--- src/rtl/launch_sequencer.sv ---
// launch_sequencer: captures one shot on a fire edge and walks it through aim, spin-up, release and cooldown
module launch_sequencer #(
   parameter int unsigned AIM_CYCLES      = 50_000_000,
   parameter int unsigned SPINUP_CYCLES   = 100_000_000,
   parameter int unsigned RELEASE_CYCLES  = 25_000_000,
   parameter int unsigned COOLDOWN_CYCLES = 50_000_000,
   parameter int unsigned ANGLE_MAX       = 90,
   parameter int unsigned VEL_MAX         = 100
) (
   input  logic        clock,
   input  logic        reset,
   input  logic        fire,
   input  logic [31:0] angle,
   input  logic [31:0] velocity,
   input  logic        abort,
   output logic [7:0]  theta_cmd,
   output logic [7:0]  motor_cmd,
   output logic        arm_release,
   output logic        busy,
   output logic        done,
   output logic        err,
   output logic [2:0]  state
);
   typedef enum logic [2:0] {
      IDLE     = 3'd0,
      AIM      = 3'd1,
      SPINUP   = 3'd2,
      RELEASE  = 3'd3,
      COOLDOWN = 3'd4
   } state_t;
   state_t cur, nxt;
   logic [31:0] cnt, cnt_nxt;
   logic [7:0] vel_l;
   logic fire_q, fire_edge, legal, last, capture, stop;
   assign fire_edge = fire & ~fire_q;
   assign legal     = velocity != 0 && velocity <= VEL_MAX && angle <= ANGLE_MAX;
   assign last      = cnt == '0;
   assign capture   = cur == IDLE && fire_edge && !abort && legal;
   assign stop      = abort && (cur == AIM || cur == SPINUP || cur == RELEASE);
   assign busy      = cur != IDLE;
   assign state     = cur;
   // each state's counter is loaded with N-1 on entry, so the state lasts exactly N cycles
   always_comb begin
      nxt     = cur;
      cnt_nxt = cnt - 32'd1;
      case (cur)
         IDLE: begin
            nxt     = capture ? AIM : IDLE;
            cnt_nxt = AIM_CYCLES - 1;
         end
         AIM: if (last) begin
            nxt     = SPINUP;
            cnt_nxt = SPINUP_CYCLES - 1;
         end
         SPINUP: if (last) begin
            nxt     = RELEASE;
            cnt_nxt = RELEASE_CYCLES - 1;
         end
         RELEASE: if (last) begin
            nxt     = COOLDOWN;
            cnt_nxt = COOLDOWN_CYCLES - 1;
         end
         COOLDOWN: if (last) nxt = IDLE;
         default: nxt = IDLE;
      endcase
      if (stop) begin
         nxt     = COOLDOWN;
         cnt_nxt = COOLDOWN_CYCLES - 1;
      end
   end
   // fire_q resets high so a fire level held through reset is not seen as an edge
   always_ff @(posedge clock or posedge reset)
      if (reset) begin
         cur         <= IDLE;
         cnt         <= '0;
         fire_q      <= 1'b1;
         vel_l       <= '0;
         theta_cmd   <= '0;
         motor_cmd   <= '0;
         arm_release <= 1'b0;
         done        <= 1'b0;
         err         <= 1'b0;
      end else begin
         cur    <= nxt;
         cnt    <= cnt_nxt;
         fire_q <= fire;
         if (capture) begin
            theta_cmd <= angle[7:0];
            vel_l     <= velocity[7:0];
         end
         motor_cmd   <= nxt == SPINUP ? vel_l : nxt == RELEASE ? motor_cmd : '0;
         arm_release <= nxt == RELEASE;
         done        <= cur == COOLDOWN && nxt == IDLE;
         err         <= cur == IDLE && fire_edge && !abort && !legal;
      end
endmodule

--- config.mk ---
export PLATFORM = sky130hd
export DESIGN_NAME = launch_sequencer
export DESIGN_NICKNAME = d
export VERILOG_FILES = /design/src/rtl/launch_sequencer.sv
export SDC_FILE = /design/constraint.sdc
export NUM_CORES = 1
export LEC_CHECK = 0
export CELL_PAD_IN_SITES_DETAIL_PLACEMENT = 1
export CELL_PAD_IN_SITES_GLOBAL_PLACEMENT = 2
export CORE_ASPECT_RATIO = 1.5
export CORE_UTILIZATION = 29
export DETAILED_ROUTE_END_ITERATION = 8
export PLACE_DENSITY_LB_ADDON = 0.05
export SLEW_MARGIN = 30
export SYNTH_ARGS = -nofsm -noshare
export SYNTH_HDL_FRONTEND = slang
export SYNTH_SLANG_ARGS = --single-unit
--- constraint.sdc ---
create_clock -name clock -period 2.6 [get_ports clock]
set_clock_uncertainty 0.2 [all_clocks]
set_input_delay 0.26 -clock clock [delete_from_list [all_inputs] [get_ports clock]]
set_output_delay 0.26 -clock clock [all_outputs]
set_load 0.02 [all_outputs]
* Yosys cells after proc, flatten, opt, wreduce, memory -nomap -nowiden
Index checks and enable logic that the tools add are counted.
Word-level totals: register bits 63, input bits 68, output and inout bits 23
Operators by class: multiplexer cells 14, equal/unequal tests 7, $add $sub $neg 1, bitwise gates (word level) 2, $lt $le $gt $ge 2, reductions and logical operators 17
Operator list (count):
- $mux W32 | 4
- $pmux W32 S4 | 1
- $le A32 B7 Y1 const B | 2
- $logic_not A32 Y1 | 1
- $reduce_bool A32 Y1 | 1
- $sub A32 B1 Y32 const B | 1
- $mux W8 | 2
- $mux W3 | 5
- $pmux W3 S5 | 1
- $eq A3 B2 Y1 const B | 4
- $logic_and A1 B1 Y1 | 8
- $logic_not A3 Y1 | 2
- $eq A3 B1 Y1 const B | 1
- $eq A3 B3 Y1 const B | 1
- $reduce_bool A3 Y1 | 1
- $logic_not A1 Y1 | 2
- $logic_or A1 B1 Y1 | 2
- $ne A2 B2 Y1 const B | 1
- $and A1 B1 Y1 | 1
- $mux W1 | 1
- $not A1 Y1 | 1

* Longest topological paths before layout
depth in word-level cells 11, gate-level depth with buffers 8, gate-level depth less buffers 7

* Worst setup path after synthesis
Ideal clock, no wire load.
path kind flip-flop to flip-flop, start point register cnt[2], end point register cnt[11], cell stages (with the launch flop) 7, path buffers 1, period minus slack after synthesis 2.249 ns, library setup time 0.119 ns, data arrival time 1.930 ns, path slack 0.351 ns, cells stage by stage dfrtp_1 -> or4_1 -> or3_4 -> buf_6 -> o31ai_1 -> o21ai_0 -> o21a_1
On the way: longest elaborated chain between the ends 4, elaborated cells between the ends (all ways) 7
Ends and longest elaborated chain:
- start, declared | RTL line 32 | logic [31:0] cnt, cnt_nxt;
- start signal, assigned | RTL line 85 | cnt <= cnt_nxt;
- $sub A32 B1 Y32 or $logic_not A32 Y1 (tied branches) | RTL line 45, 37
- $mux W32, on equally long branches | RTL line 59, 51, 55
- $pmux W32 S4 (*) | RTL line 46 | case (cur)
- $mux W32 (*) | RTL line 66 | if (stop) begin
- net cnt_nxt[11] | RTL line 32
Mark *: on every way through the listed nets, which the timed path passes. The rest lies on a longest branch. A chain may end at the register's enable or synchronous reset.

* Worst setup path after layout
start point register cnt[0], end point register cnt[11]
The elaborated chain is that of the path after synthesis.

==> results.json <==
{
  "final_cell_mix": "90 x clkdlybuf4s50_1, 62 x dfrtp_1, 28 x nor2_1, 28 x buf_4",
  "cts.sinks": 63,
  "fin_crit_sh": 0.9238,
  "rrSetupSlack_ps": 200,
  "drt_iter0_drc": 70,
  "grt_max_degree": 29,
  "fin_tns_setup_ps": 0,
  "hold_class": "primary input to async pin",
  "post-place-ws_ps": 49.44,
  "ys.flop_type": "dfrtp_1",
  "path_max_fanout": 14,
  "root_buffer": "clkbuf_16",
  "clkTransAtPathRegs_ps": 60,
  "syn-num-nets": 366,
  "die_x_um": 87.32,
  "rsz0062_at_grt": "no",
  "path_cells": "buf_4 > or4_1 > or3_4 > o31ai_1 > o21ai_0 > o21a_1",
  "drc_errors": 0,
  "fin_nets": 489,
  "maxCapViolCount": 0,
  "ir_worst_vdd_mv": 0.2521,
  "cts_buffers": 9,
  "mostFrequentLayoutCell": "clkdlybuf4s50_1",
  "leakage_uw": 0.001860,
  "yosysSeqAreaShare": 0.4982,
  "core.rowCount": 46,
  "startpoint_type": "flop",
  "wl_per_cell_um": 16.60,
  "post_cts_buffers": 0,
  "slowest_delay_ps": 560,
  "wl_um": 9448,
  "diodes": 0,
  "synth_cell_types": 54,
  "outcome": "finished, final reports clean",
  "cts_tree": "built",
  "ios": 91,
  "critPathCaptureType": "flop",
  "syn-mean-instance-area_um2": 10.66,
  "relSlewSlack": 0.6034,
  "drtPass1Iterations": 4,
  "syn-cell-area_um2": 3167,
  "antenna_found_initial": 0,
  "yosysTopAreaCellShare": 0.4899,
  "worstMarginPinSlew_ps": 594.0,
  "die_area_um2": 11350,
  "dp_hpwl_um": 7345,
  "clockBufferDepth": 2,
  "first_global_vias": 3159,
  "p_per_area_nw_per_um2": 518.7,
  "insertion_delay_ps": 330,
  "arrival_ps": 2430,
  "fmax_mhz": 416.3,
  "synth_edf_count": 0,
  "coreArea_um2": 10590,
  "die_y_um": 130.0,
  "finalHoldViolCount": 0,
  "route.vias.total": 2856,
  "yosys-top-cells-area": "dfrtp_1 49%, xnor2_1 5.5%, mux2_2 5.0%",
  "setup_viol": 0,
  "grt_pass1_wl_um": 15790,
  "required_ps": 2630,
  "fin_crit_ps": 2402,
  "grt_use_total": 0.1877,
  "crit_type": "flop to flop",
  "cts_hold_buf": 0,
  "synth_cells": 297,
  "htreeDepth": 3,
  "worst_slack_ps": 198.1,
  "synth_area_leader_cell": "dfrtp_1",
  "drive_gt1_frac": 0.1859,
  "ctsResizeCount": 0,
  "synth-seq-cells": 63,
  "async_reset_ff_frac": 1.000,
  "grt.overflow.total": 0,
  "gp_congestion": 0.7803,
  "yosysWarnings": 0,
  "vias_per_cell": 5.019,
  "slowest_stage": "or4_1",
  "area_delta_synth_final_pct": 50.45,
  "initial_core_util": 0.2990,
  "route.antenna.remaining_nets": 0,
  "io_buffers": 90,
  "slew_viol_final": 0
}
[kinds of logic (layout without fill, tap and decap cells)]
kind of cell / Yosys count / in the layout / share of synthesized area
buf+inv: 14 / 142 / 0.01976
xor+xnor: 26 / 26 / 0.07191
fa+ha+maj: 1 / 1 / 0.003950
compound gates: 45 / 45 / 0.1043
flops: 63 / 63 / 0.4982
simple gates: 133 / 133 / 0.2489
mux: 15 / 15 / 0.05294
[layer usage]
| metal | vias up | GRT usage | wire (um) |
|---|---|---|---|
| li1 | 1343 | - | - |
| met1 | 1411 | 0.2149 | 3763 |
| met2 | 85 | 0.3222 | 4999 |
| met3 | 17 | 0.04428 | 412 |
| met4 | 0 | 0.09836 | 273 |
| met5 | - | 0 | 0 |
[state kept, by name, summed over array words and instances (netlist names)]
| name | flops |
|---|---|
| cnt | 32 |
| theta_cmd | 8 |
| err | 1 |
| state | 3 |
| fire_q | 1 |
| done | 1 |
| motor_cmd | 8 |
| arm_release | 1 |
| vel_l | 8 |
[cells in the mapped netlist (2+ instances only)]
library cell and count:
nor4_1 22, dfrtp_1 62, o22ai_1 2, o41ai_1 2, xor2_1 6, xnor2_1 20, o21ai_0 7, nand4_1 3
a22oi_1 2, and2_1 2, clkbuf_1 4, or3_1 7, mux2_2 14, nor3_1 13, nand3_1 10, a21o_1 3
a21oi_1 4, nand4b_1 2, or4_1 3, a22o_1 8, or2_2 2, nand2_1 22, o21a_1 3, buf_2 2
o31ai_1 4, a21oi_2 2, nor4_2 5, nor2_1 28, and4_1 2, inv_1 7
[where the power goes]
group / internal (uW) / switching, uW
Combinational: 113 / 68.7
Sequential: 985 / 1.84
Clock: 840 / 463
[through the flow]
stage	utilization	power [uW]	instances	cell area (um2)	hold slack [ps]
after global placement	0.4194	1188	553	4442	271.1
after CTS	0.4499	2508	569	4765	134.6
after global routing	0.4499	2566	569	4765	177.9
after floorplan	-	1047	297	3167	64.48
after detailed placement	0.4194	1190	553	4442	275.9
final	0.4499	2471	569	4765	114.0
[worst max-delay path: cells and delay by family, from the launching register on]
kind                   cells  cell delay [ps]
AND/OR/NAND/NOR            2             1030
AO/OA/AOI/OAI              3              570
flip-flops                 1              370
buffers and inverters      1              140
[path summary, 6_finish.rpt]
| kind | end | cells after the start | start |
|---|---|---|---|
| max | cnt[11] | 6 | cnt[0] |
| min | motor_cmd[3] | 2 | reset |
| max reg2reg | cnt[11] | 6 | cnt[0] |
| min reg2reg | vel_l[7] | 1 | vel_l[7] |
| max in group asynchronous | cnt[4] | 3 | reset |
| min in group clock | fire_q | 1 | fire |
[layout make-up]
type                    instances  area (um2)
well taps                     144       180.2
repair buffers                119        1131
clock inverters                 7       97.59
multi-input cells             220        1526
fillers                      1183        5826
clock buffers                   9       225.2
inverters                       7       26.28
flip-flops and latches         63        1578
Note: power is estimated with default switching activity, not from simulation.
